[src/rtl/ball_ctrl.sv]
// Pong ball motion engine. The ball advances once per video frame on the vsync
// assertion edge, so its position only changes during vertical blanking.
module ball_ctrl #(
  parameter int H_RES       = 640,
  parameter int V_RES       = 480,
  parameter int BALL_SIZE   = 8,
  parameter int SPEED       = 2,
  parameter int PADDLE_W    = 8,
  parameter int PADDLE_H    = 64,
  parameter int PADDLE_L_X  = 16,
  parameter int PADDLE_R_X  = 616,
  parameter int START_X     = 316,
  parameter int START_Y     = 236,
  parameter int HOLD_FRAMES = 60,
  parameter int WIN_SCORE   = 9,
  parameter int VSYNC_POL   = 0
) (
  input  logic        clk,
  input  logic        rst_n,
  input  logic        vsync,
  input  logic        serve,
  input  logic [10:0] paddle_l_y,
  input  logic [10:0] paddle_r_y,
  output logic [10:0] ball_x,
  output logic [10:0] ball_y,
  output logic [3:0]  score_l,
  output logic [3:0]  score_r,
  output logic        point,
  output logic [1:0]  state
);

  typedef enum logic [1:0] {
    S_IDLE = 2'd0,
    S_PLAY = 2'd1,
    S_HOLD = 2'd2,
    S_OVER = 2'd3
  } state_e;

  localparam int HOLD_W = $clog2(HOLD_FRAMES + 1);
  localparam logic VS_ACT = (VSYNC_POL != 0);

  // Geometry is compared at 12 bits so ball + size + speed never wraps.
  localparam logic [11:0] SPD_12    = 12'(SPEED);
  localparam logic [11:0] SIZE_12   = 12'(BALL_SIZE);
  localparam logic [11:0] PAD_H_12  = 12'(PADDLE_H);
  localparam logic [11:0] H_RES_12  = 12'(H_RES);
  localparam logic [11:0] Y_MAX_12  = 12'(V_RES - BALL_SIZE);
  localparam logic [11:0] L_FACE_12 = 12'(PADDLE_L_X + PADDLE_W);
  localparam logic [11:0] R_FACE_12 = 12'(PADDLE_R_X);

  localparam logic [10:0] START_X_11 = 11'(START_X);
  localparam logic [10:0] START_Y_11 = 11'(START_Y);
  localparam logic [10:0] Y_MAX_11   = 11'(V_RES - BALL_SIZE);
  localparam logic [10:0] L_STOP_11  = 11'(PADDLE_L_X + PADDLE_W);
  localparam logic [10:0] R_STOP_11  = 11'(PADDLE_R_X - BALL_SIZE);
  localparam logic [3:0]  WIN_4      = 4'(WIN_SCORE);
  localparam logic [HOLD_W-1:0] HOLD_LAST = HOLD_W'(HOLD_FRAMES - 1);

  state_e            state_q, state_d;
  logic [10:0]       x_q, x_d, y_q, y_d;
  logic              dir_x_q, dir_x_d;   // 1 = right
  logic              dir_y_q, dir_y_d;   // 1 = down
  logic [3:0]        score_l_q, score_l_d, score_r_q, score_r_d;
  logic              point_q, point_d;
  logic [HOLD_W-1:0] hold_q, hold_d;
  logic              vs_q;

  logic        tick;
  logic [11:0] x_w, y_w, nx, ny, pl_w, pr_w;
  logic        ov_l, ov_r, hit_l, hit_r, miss_l, miss_r, win;

  assign tick = (vsync == VS_ACT) && (vs_q != VS_ACT);

  assign x_w  = {1'b0, x_q};
  assign y_w  = {1'b0, y_q};
  assign pl_w = {1'b0, paddle_l_y};
  assign pr_w = {1'b0, paddle_r_y};
  assign nx   = dir_x_q ? x_w + SPD_12 : x_w - SPD_12;
  assign ny   = dir_y_q ? y_w + SPD_12 : y_w - SPD_12;

  assign ov_l = (y_w + SIZE_12 > pl_w) && (y_w < pl_w + PAD_H_12);
  assign ov_r = (y_w + SIZE_12 > pr_w) && (y_w < pr_w + PAD_H_12);

  assign hit_l  = !dir_x_q && (x_w >= L_FACE_12) && (nx <= L_FACE_12) && ov_l;
  assign hit_r  = dir_x_q && (x_w + SIZE_12 <= R_FACE_12) &&
                  (nx + SIZE_12 >= R_FACE_12) && ov_r;
  assign miss_l = !dir_x_q && (x_w < SPD_12);
  assign miss_r = (x_w + SIZE_12 + SPD_12 > H_RES_12);
  assign win    = (score_l_q == WIN_4) || (score_r_q == WIN_4);

  always_comb begin
    // NOTE: every next-state signal gets its hold value first so no path infers a latch.
    state_d   = state_q;
    x_d       = x_q;
    y_d       = y_q;
    dir_x_d   = dir_x_q;
    dir_y_d   = dir_y_q;
    score_l_d = score_l_q;
    score_r_d = score_r_q;
    hold_d    = hold_q;
    point_d   = 1'b0;

    if (tick) begin
      unique case (state_q)
        S_IDLE: begin
          x_d = START_X_11;
          y_d = START_Y_11;
          if (serve) state_d = S_PLAY;
        end

        S_PLAY: begin
          if (dir_y_q) begin
            if (ny >= Y_MAX_12) begin
              y_d     = Y_MAX_11;
              dir_y_d = 1'b0;
            end else begin
              y_d = ny[10:0];
            end
          end else if (y_w < SPD_12) begin
            y_d     = '0;
            dir_y_d = 1'b1;
          end else begin
            y_d = ny[10:0];
          end

          // Misses override the vertical result: the ball re-serves from centre.
          if (miss_l) begin
            score_r_d = (score_r_q < WIN_4) ? score_r_q + 4'd1 : WIN_4;
            point_d   = 1'b1;
            dir_x_d   = 1'b0;
            x_d       = START_X_11;
            y_d       = START_Y_11;
            hold_d    = '0;
            state_d   = S_HOLD;
          end else if (miss_r) begin
            score_l_d = (score_l_q < WIN_4) ? score_l_q + 4'd1 : WIN_4;
            point_d   = 1'b1;
            dir_x_d   = 1'b1;
            x_d       = START_X_11;
            y_d       = START_Y_11;
            hold_d    = '0;
            state_d   = S_HOLD;
          end else if (hit_l) begin
            x_d     = L_STOP_11;
            dir_x_d = 1'b1;
          end else if (hit_r) begin
            x_d     = R_STOP_11;
            dir_x_d = 1'b0;
          end else begin
            x_d = nx[10:0];
          end
        end

        S_HOLD: begin
          if (hold_q == HOLD_LAST) state_d = win ? S_OVER : S_PLAY;
          else                     hold_d  = hold_q + 1'b1;
        end

        S_OVER: begin
          if (serve) begin
            score_l_d = '0;
            score_r_d = '0;
            dir_x_d   = 1'b1;
            dir_y_d   = 1'b1;
            state_d   = S_PLAY;
          end
        end

        default: ;
      endcase
    end
  end

  // NOTE: sequential state uses non-blocking assignments so all flops update together.
  always_ff @(posedge clk or negedge rst_n) begin
    if (!rst_n) begin
      state_q   <= S_IDLE;
      x_q       <= START_X_11;
      y_q       <= START_Y_11;
      dir_x_q   <= 1'b1;
      dir_y_q   <= 1'b1;
      score_l_q <= '0;
      score_r_q <= '0;
      point_q   <= 1'b0;
      hold_q    <= '0;
      vs_q      <= !VS_ACT;
    end else begin
      state_q   <= state_d;
      x_q       <= x_d;
      y_q       <= y_d;
      dir_x_q   <= dir_x_d;
      dir_y_q   <= dir_y_d;
      score_l_q <= score_l_d;
      score_r_q <= score_r_d;
      point_q   <= point_d;
      hold_q    <= hold_d;
      vs_q      <= vsync;
    end
  end

  assign ball_x  = x_q;
  assign ball_y  = y_q;
  assign score_l = score_l_q;
  assign score_r = score_r_q;
  assign point   = point_q;
  assign state   = state_q;

endmodule

[config.mk]
export PLATFORM = sky130hd
export DESIGN_NAME = ball_ctrl
export DESIGN_NICKNAME = d
export VERILOG_FILES = /design/src/rtl/ball_ctrl.sv
export SDC_FILE = /design/constraint.sdc
export NUM_CORES = 1
export LEC_CHECK = 0
export ABC_AREA = 1
export CORE_MARGIN = 3
export CORE_UTILIZATION = 40
export CTS_BUF_LIST = sky130_fd_sc_hd__clkbuf_2
export CTS_CLUSTER_SIZE = 25
export DETAILED_ROUTE_END_ITERATION = 12
export PLACE_DENSITY_LB_ADDON = 0.12
export SLEW_MARGIN = 20
export SYNTH_ARGS = -nofsm -noshare
export SYNTH_HDL_FRONTEND = slang
export SYNTH_SLANG_ARGS = --single-unit
[constraint.sdc]
create_clock -name clk -period 2.76 [get_ports clk]
set_clock_uncertainty 0.05 [all_clocks]
set_input_delay 0.276 -clock clk [delete_from_list [all_inputs] [get_ports clk]]
set_output_delay 0.276 -clock clk [all_outputs]
set_load 0.01 [all_outputs]
==> Word level (Yosys, flattened, before mapping) <==
Index checks and enable logic that the tools add are counted.
{ "classes": {"magnitude_cmp": 14, "n_eq_ne": 15, "add_sub_neg": 13, "n_reduce_logical": 24, "shifts": 0, "n_bitwise": 1, "muxes": 45, "n_mul": 0, "div_mod_pow": 0} }
{ "ops": {"columns": ["cell", "n"], "rows": [
  ["$mux W11", 9],
  ["$pmux W11 S2", 2],
  ["$add A11 B2 Y12 const B", 2],
  ["$add A11 B4 Y12 const B", 2],
  ["$add A11 B7 Y12 const B", 2],
  ["$gt A12 B11 Y1", 2],
  ["$lt A11 B12 Y1", 2],
  ["$mux W12", 2],
  ["$mux W4", 6],
  ["$sub A11 B2 Y12 const B", 2],
  ["$lt A11 B2 Y1 const B", 2],
  ["$mux W6", 3],
  ["$pmux W4 S2", 2],
  ["$reduce_and A4 Y1", 4],
  ["$add A12 B2 Y12 const B", 1],
  ["$add A12 B4 Y12 const B", 1],
  ["$ge A12 B10 Y1 const B", 1],
  ["$ge A12 B9 Y1 const B", 1],
  ["$gt A12 B10 Y1 const B", 1],
  ["$le A12 B10 Y1 const B", 1],
  ["$le A12 B5 Y1 const B", 1],
  ["$mux W1", 12],
  ["$ne A2 B2 Y1 const B", 6],
  ["$pmux W6 S2", 1],
  ["other kinds (24)", 44]
]} }
{ "word_totals": {"latchBits": 0, "input_bits": 26, "mem_count": 0, "ramBits": 0, "wordCells": 122, "output_inout_bits": 33, "regBits": 42, "mem_bits_ro": 0} }

==> Longest topological paths before layout <==
Gate-level depths: netlist of the first run.
{ "depth": {"word_depth": 11, "ltp_mapped": 23, "ltp_nobuf": 21} }

==> Worst setup path before layout of the first run <==
No wires, ideal clock.
{ "synth_path": {"path_type": "register to register", "startpoint": "register y_q[3] (netlist: ball_y[3])", "endpoint": "register dir_x_q", "path_slack_ns": 0.264, "setup_time_ns": 0.076, "path_buffers": 0, "required_time_ns": 2.634, "path_stages_with_launch": 18, "arrival_ns": 2.371, "synth_period_minus_slack_ns": 2.496, "path_cell_list": "dfstp_2 -> ha_1 -> nand2_1 -> inv_1 -> nand3_1 -> xor2_1 -> ha_1 -> nand4_1 -> nor2_1 -> nand2_1 -> nand2_1 -> nand2_1 -> nor2_1 -> nor2_1 -> nand2_1 -> nand2_1 -> nand2_1 -> nand2_1"} }
{ "synth_via": {"elab_chain_len": 8, "word_cells_on_any_way": 15, "cone_classes": "add/sub: 1; order compare: 4; eq/ne: 1; mux: 4; reduce/logical: 5"} }
{ "synth_lines": {"columns": ["item", "line_no", "source"], "rows": [
  ["start, declared", "60", "logic [10:0] x_q, x_d, y_q, y_d;"],
  ["start signal, assigned", "190", "y_q <= y_d;"],
  ["$add A11 B4 Y12", "81, 82", null],
  ["$gt A12 B11 Y1", "81", "assign ov_l = (y_w + SIZE_12 > pl_w) && (y_w < pl_w + PAD_H_12);"],
  ["$logic_and A1 B1 Y1", "81", null],
  ["$logic_and A1 B1 Y1", "84", "assign hit_l = !dir_x_q && (x_w >= L_FACE_12) && (nx <= L_FACE_12) && ov_l;"],
  ["$mux W1", "143", "end else if (hit_l) begin"],
  ["$mux W1", "135", "end else if (miss_r) begin"],
  ["$mux W1", "127", "if (miss_l) begin"],
  ["$pmux W1 S2", "104", "unique case (state_q)"],
  ["end signal, assigned", "191", "dir_x_q <= dir_x_d;"],
  ["end, declared", "61", "logic dir_x_q, dir_x_d;"]
]} }
Several ways; a longest one is shown, not always the timed one.
A chain may end at the register's enable or synchronous reset.

==> Final worst setup path of the first run <==
{ "layout_path": {"startpoint": "register x_q[4] (netlist: ball_x[4])", "endpoint": "register y_q[7] (netlist: ball_y[7])"} }
{ "layout_via": {"elab_chain_len": 6, "word_cells_on_any_way": 8, "cone_classes": "add/sub: 2; order compare: 2; mux: 3; reduce/logical: 1"} }
{ "layout_lines": {"columns": ["item", "line_no", "source"], "rows": [
  ["start, declared", "60", null],
  ["start signal, assigned", "178", "x_q <= START_X_11;"],
  ["start signal, assigned", "189", "x_q <= x_d;"],
  ["$add A11 B4 Y12", "88", "assign miss_r = (x_w + SIZE_12 + SPD_12 > H_RES_12);"],
  ["$add A12 B2 Y12", "88", null],
  ["$gt A12 B10 Y1", "88", null],
  ["$mux W11", "135", null],
  ["$mux W11 *", "127", null],
  ["$pmux W11 S2 *", "104", null]
]} }
Mark *: on every way between the ends. The rest lies on a longest branch, timed or not.

==> impl_metrics.json, run 1 <==
{
  "outcome": "complete, no violations",
  "synth_cell_types": 42,
  "ys_warn_count": 0,
  "clkSinkCount": 40,
  "synthTopCellsByArea": "nand2_1 16%, ha_1 16%, dfrtp_1 14%, inv_1 8.2%, dfstp_2 7.1%",
  "ys_ff_latch": 40,
  "vias_per_cell": 5.260,
  "drtIter0Drc": 384,
  "crit_fanout": 8,
  "area_growth_pct": 30.79,
  "synth_largest_area_cell": "nand2_1",
  "worstPathRequired_ps": 3040,
  "power_density_mw_per_mm2": 832.9,
  "arrival_ps": 2880,
  "grt_pass1_vias": 4958,
  "num_vias": 5249,
  "die_width_um": 115.7,
  "io_pins": 59,
  "r2r-start": "ball_x[4]$_DFFE_PN1P_",
  "clock_latency_ps": 420,
  "die_h_um": 115.7,
  "drv_slew": 0,
  "cts-buffers-inserted": 5,
  "syn_avg_cell_area_sq_um": 6.449,
  "htree_levels": 2,
  "seq_area_frac_synth": 0.2114,
  "fillers": 1157,
  "final_common_cell": "nand2_1",
  "setup_viol": 0,
  "tightest_slew_ps": 891.2,
  "multi_input_area_sq_mm": 0.003687,
  "drt-total-wl_um": 14280,
  "grt-ovfl-total": 0,
  "drtPass1Iterations": 5,
  "mostFrequentLayoutCells": "189 x nand2_1, 101 x inv_1, 75 x nor2_1, 59 x nand3_1, 55 x clkdlybuf4s50_1",
  "wl_per_cell_um": 14.31,
  "io_buffers": 56,
  "end_kind": "flip-flop",
  "hp-start": "vsync",
  "grt_use_total": 0.2084,
  "final_nets": 942,
  "p_total_mw": 5.241,
  "layout-drive-gt1-share": 0.1778,
  "cap_violations": 0,
  "hold_violations": 0,
  "cp-startpoint": "ball_x[4]$_DFFE_PN1P_",
  "power.leakage_nw": 3.230,
  "fin_area_sq_mm": 0.006292,
  "grt_start_max_net_pins": 41,
  "path_clk_slew_ps": 230,
  "drc_errors": 0,
  "grt_first_pass_wirelength_um": 22890,
  "row_count": 39,
  "cts_tree": "built",
  "synth-edff-count": 0,
  "placed_area_sq_mm": 0.005784,
  "fmax_mhz": 385.0,
  "antenna_found_initial": 0,
  "hold_class": "in -> reg",
  "timing.setup.tns_ps": 0,
  "yosys.area.top_type_share": 0.1615,
  "min_period_over_period": 0.9410,
  "start_util": 0.4160,
  "fin_crit_ps": 2597,
  "num_antenna_cells": 0,
  "synthFlopType": "dfrtp_1",
  "cts_buffer_depth": 2,
  "cts_root_buf": "clkbuf_2",
  "hpwl_um": 11160,
  "async_reset_ff_frac": 1.000,
  "seqCellArea_sq_mm": 0.001018,
  "syn-cell-area_sq_mm": 0.004811,
  "die_area_sq_mm": 0.01338,
  "core-area_sq_mm": 0.01156,
  "ir_worst_vdd_mv": 0.4420,
  "ant_nets": 0,
  "place_congestion": 0.9463,
  "layout_setup_ws_ps": 162.9,
  "synthCells": 746,
  "cp-start-kind": "flip-flop",
  "dp_slack_ps": -103.1,
  "path_class": "reg -> reg",
  "relSlewSlack": 0.4058,
  "rsz0062_at_grt": "true"
}
-- sequential cells by signal (all words and copies together), names as in the netlist --
signal and count:
hold_q 6, score_r 4, dir_x_q 1, dir_y_q 1, score_l 4, vs_q 1, point 1, ball_x 10
ball_y 10, state 2
-- power breakdown --
group / switching [mW] / leakage [nW] / internal (mW)
logic: 2.20 / 2.70 / 1.66
registers: 0.308 / 0.494 / 0.811
clock network: 0.201 / 0.0330 / 0.0691
-- cell type report --
cell class / count / area share
multi-input cells: 591 / 0.5860
inverters: 108 / 0.06482
clock inverters: 1 / 0.0007954
clock buffers: 7 / 0.005568
repair buffers: 108 / 0.1525
flip-flops and latches: 40 / 0.1619
well taps: 143 / 0.02844
-- cell families (layout without fill, tap and decap cells) --
family,Yosys count,after routing,synth area share
other,1,2,0.0007795
adder cells (fa/ha/maj),62,62,0.1612
AO/OA/AOI/OAI,91,91,0.1056
flip-flops,40,40,0.2114
buffers and inverters,117,224,0.09623
XOR/XNOR,31,31,0.05956
AND/OR/NAND/NOR,404,405,0.3652
-- per-stage QoR --
stage	utilization	cells	hold slack, ps
after floorplan	-	747	-69.59
after global placement	0.5002	976	405.7
after detailed placement	0.5002	976	408.5
after CTS	0.5058	986	178.6
after global routing	0.5441	998	191.7
final	0.5441	998	211.0
-- cell usage after synthesis (all sizes together) (2+ instances only) --
cell    count
a22oi       2
nor3        7
a31oi       3
xnor2       5
inv       107
ha         62
xor2       26
a211oi      3
o21bai      2
buf         6
nor2       94
dfrtp      27
o22ai       5
nand2     210
o31ai       2
o211ai      4
or2         2
dfstp      13
nand3b      2
clkbuf      3
nand3      66
o21ai      37
nand4      22
a21oi      30
-- what timing repair did --
action / in CTS / in global routing
endpoints found under the hold margin: 27 / 0
hold buffers: 1 / 0
resized for setup: 2 / 78
buffers inserted: 1 / 11
pin swaps: 0 / 24
setup endpoints to repair: 2 / 29
cloned: 0 / 1
-- path summary, 6_finish.rpt --
check / to / slack [ps] / cells after the start
setup / recovery: ball_y[7]$_DFFE_PN1P_ / 160 / 14
hold / removal: vs_q$_DFF_PN1_ / 210 / 1
setup reg to reg: ball_y[7]$_DFFE_PN1P_ / 160 / 14
hold reg to reg: hold_q[5]$_DFFE_PN0P_ / 510 / 2
max in group asynchronous: ball_x[1]$_DFFE_PN0P_ / 1590 / 2
min in group asynchronous: hold_q[4]$_DFFE_PN0P_ / 410 / 2
-- worst max-delay path, cell delays in order (launching register included) --
cell and delay [ps]:
dfstp_2 660, buf_4 160, ha_1 160, nand2_1 60
nor3_2 180, nand2_2 110, or2_2 280, nand3_1 80
nand2_1 60, nand2_2 110, nand3_4 140, nor2_4 240
inv_1 60, o21ai_0 80, nand2_1 70
-- metal layers --
layer / vias up / track usage / share of wire / wire (um)
met5: - / 0 / 0 / 0
met3: 18 / 0.02193 / 0.052 / 746
li1: 2637 / - / - / -
met1: 2446 / 0.2945 / 0.48 / 6829
met2: 148 / 0.3441 / 0.46 / 6563
met4: 0 / 0.04950 / 0.010 / 143
Power figures use the tool's default switching activity.
==> run 2: changes to the inputs <==
--- a/config.mk
+++ b/config.mk
@@ -8,7 +8,7 @@
 export ABC_AREA = 1
 export CORE_MARGIN = 3
 export CORE_UTILIZATION = 40
-export CTS_BUF_LIST = sky130_fd_sc_hd__clkbuf_2
+export CTS_BUF_LIST = sky130_fd_sc_hd__clkbuf_8
 export CTS_CLUSTER_SIZE = 25
 export DETAILED_ROUTE_END_ITERATION = 12
 export PLACE_DENSITY_LB_ADDON = 0.12
==> impl_metrics.json, run 2 (synthesized netlist as in run 1, its figures left out) <==
{
  "rr_endpoint": "dir_x_q$_DFFE_PN1P_",
  "cp-startpoint": "ball_x[2]$_DFFE_PN1P_",
  "grt_first_pass_wirelength_um": 22870,
  "path_common_cell": "nand2_1",
  "cts_root_buf": "clkbuf_8",
  "rrSetupSlack_ps": 150,
  "hold_violations": 0,
  "grt_pass1_vias": 4965,
  "cap_violations": 0,
  "final_cells": 998,
  "end_kind": "flip-flop",
  "cts-buffers-inserted": 5,
  "clkSinkCount": 40,
  "crit_end": "dir_x_q$_DFFE_PN1P_",
  "path_class": "reg -> reg",
  "cp_slowest_cell": "dfstp_2",
  "r2r-start": "ball_x[2]$_DFFE_PN1P_",
  "start_util": 0.4160,
  "num_vias": 5248,
  "path_cells": "nand2_4 -> nor2_4 -> nand2_2 -> nand2_2 -> nand2_4 -> nand2_2 -> inv_2 -> ha_2 -> inv_1 -> nand2_1 -> a21oi_2 -> nor2_1 -> nand3_1 -> nand3_1 -> nand2_1 -> nand2_2 -> nand2_4 -> nand2_4 -> nand2_1 -> nand2_1 -> nand2_1",
  "ir_worst_vdd_mv": 0.4708,
  "num_antenna_cells": 0,
  "die_area_sq_mm": 0.01338,
  "core-area_sq_mm": 0.01156,
  "antenna_found_initial": 0,
  "setup_viol": 0,
  "die_h_um": 115.7,
  "timing.setup.tns_ps": 0,
  "cp-start-kind": "flip-flop",
  "grt_start_max_net_pins": 41,
  "row_count": 39,
  "finalHoldWorstSlack_ps": 44.06,
  "power.leakage_nw": 3.254,
  "clock_latency_ps": 290,
  "rsz0062_at_grt": "true",
  "die_width_um": 115.7,
  "vias_per_cell": 5.259,
  "worstPathRequired_ps": 2940,
  "drv_slew": 0,
  "rr_worst_depth": 21,
  "cts_tree": "built",
  "min_period_over_period": 0.9450,
  "cts_hold_buffers": 0,
  "fin_crit_ps": 2608,
  "hpwl_um": 11160,
  "fmax_mhz": 383.4,
  "outcome": "complete, no violations",
  "hold_class": "in -> async",
  "final_common_cell": "nand2_1",
  "mostFrequentLayoutCells": "188 x nand2_1, 104 x inv_1, 75 x nor2_1, 58 x nand3_1, 55 x clkdlybuf4s50_1",
  "drt-total-wl_um": 14270,
  "crit_fanout": 7,
  "power_density_mw_per_mm2": 846.5,
  "drtIter0Drc": 448,
  "grt_use_total": 0.2073,
  "area_growth_pct": 31.31,
  "layout-drive-gt1-share": 0.1778,
  "slowest_delay_ps": 670,
  "cts_buffer_depth": 2,
  "io_buffers": 56,
  "ant_nets": 0,
  "io_pins": 59,
  "grt-ovfl-total": 0,
  "tightest_slew_ps": 882.9,
  "final_nets": 942,
  "drc_errors": 0,
  "arrival_ps": 2790,
  "fillers": 1145,
  "wl_per_cell_um": 14.30,
  "p_total_mw": 5.347,
  "place_congestion": 0.9463,
  "htree_levels": 2,
  "dp.cells": 976,
  "path_clk_slew_ps": 80,
  "relSlewSlack": 0.4114,
  "drtPass1Iterations": 5
}
run 2: cell types whose count changed in the layout (fill, tap and decap cells not counted), sizes merged:
cell	delta
buf	+1
inv	+2
dlygate4sd3	-1
clkbuf	-2
run 2: worst min-delay path by stage:
stage | slack (ps) | from | end | cells after the start
after global placement | 410 | rst_n | hold_q[0]$_DFFE_PN0P_ | 1
after CTS | 90 | rst_n | hold_q[0]$_DFFE_PN0P_ | 1
after detailed placement | 410 | rst_n | hold_q[0]$_DFFE_PN0P_ | 1
after global routing | 110 | rst_n | hold_q[5]$_DFFE_PN0P_ | 1
final | 40 | rst_n | hold_q[0]$_DFFE_PN0P_ | 1
after floorplan | -70 | rst_n | ball_x[10]$_DFFE_PN0P_ | 0
run 2: per-layer routing:
metal  share of wire  GRT usage
met1            0.47     0.2951
met4           0.011    0.04408
met3           0.057    0.02245
met5               0          0
met2            0.46     0.3418
run 2: layout make-up:
class                      instances  area, sq um  share of cell area
clock buffer                       5        68.82             0.01089
sequential                        40         1018              0.1612
timing repair buffer             108        949.7              0.1503
multi-input combinational        591         3681              0.5827
tap                              143        178.9             0.02832
clock inverter                     3        12.51            0.001981
inverter                         108        407.9             0.06457
run 2: through the flow:
step / utilization / instance area (sq um) / setup WS [ps]
floorplan: - / 4815 / 263.7
global placement: 0.5002 / 5784 / -74.89
detailed placement: 0.5002 / 5784 / -103.1
CTS: 0.5074 / 5868 / 18.45
global route: 0.5463 / 6317 / -75.01
finish: 0.5463 / 6317 / 151.7
run 2: power breakdown:
| part | switching [mW] | internal, mW |
|---|---|---|
| Sequential | 0.307 | 0.813 |
| Combinational | 2.20 | 1.65 |
| Clock | 0.205 | 0.170 |
run 2: timing repair:
action	4_1_cts	5_1_grt
gates resized for setup	1	78
cloned	0	1
pin swaps	0	29
endpoints found under the setup margin	1	28
setup buffers	0	13
run 2: critical path: cells and delay by family (launching register included):
kind	cells	cell delay (ps)
and+or+nand+nor	17	1410
AOI/OAI and AO/OA	1	30
buffers and inverters	2	70
adders and majority gates	1	300
DFF	1	670
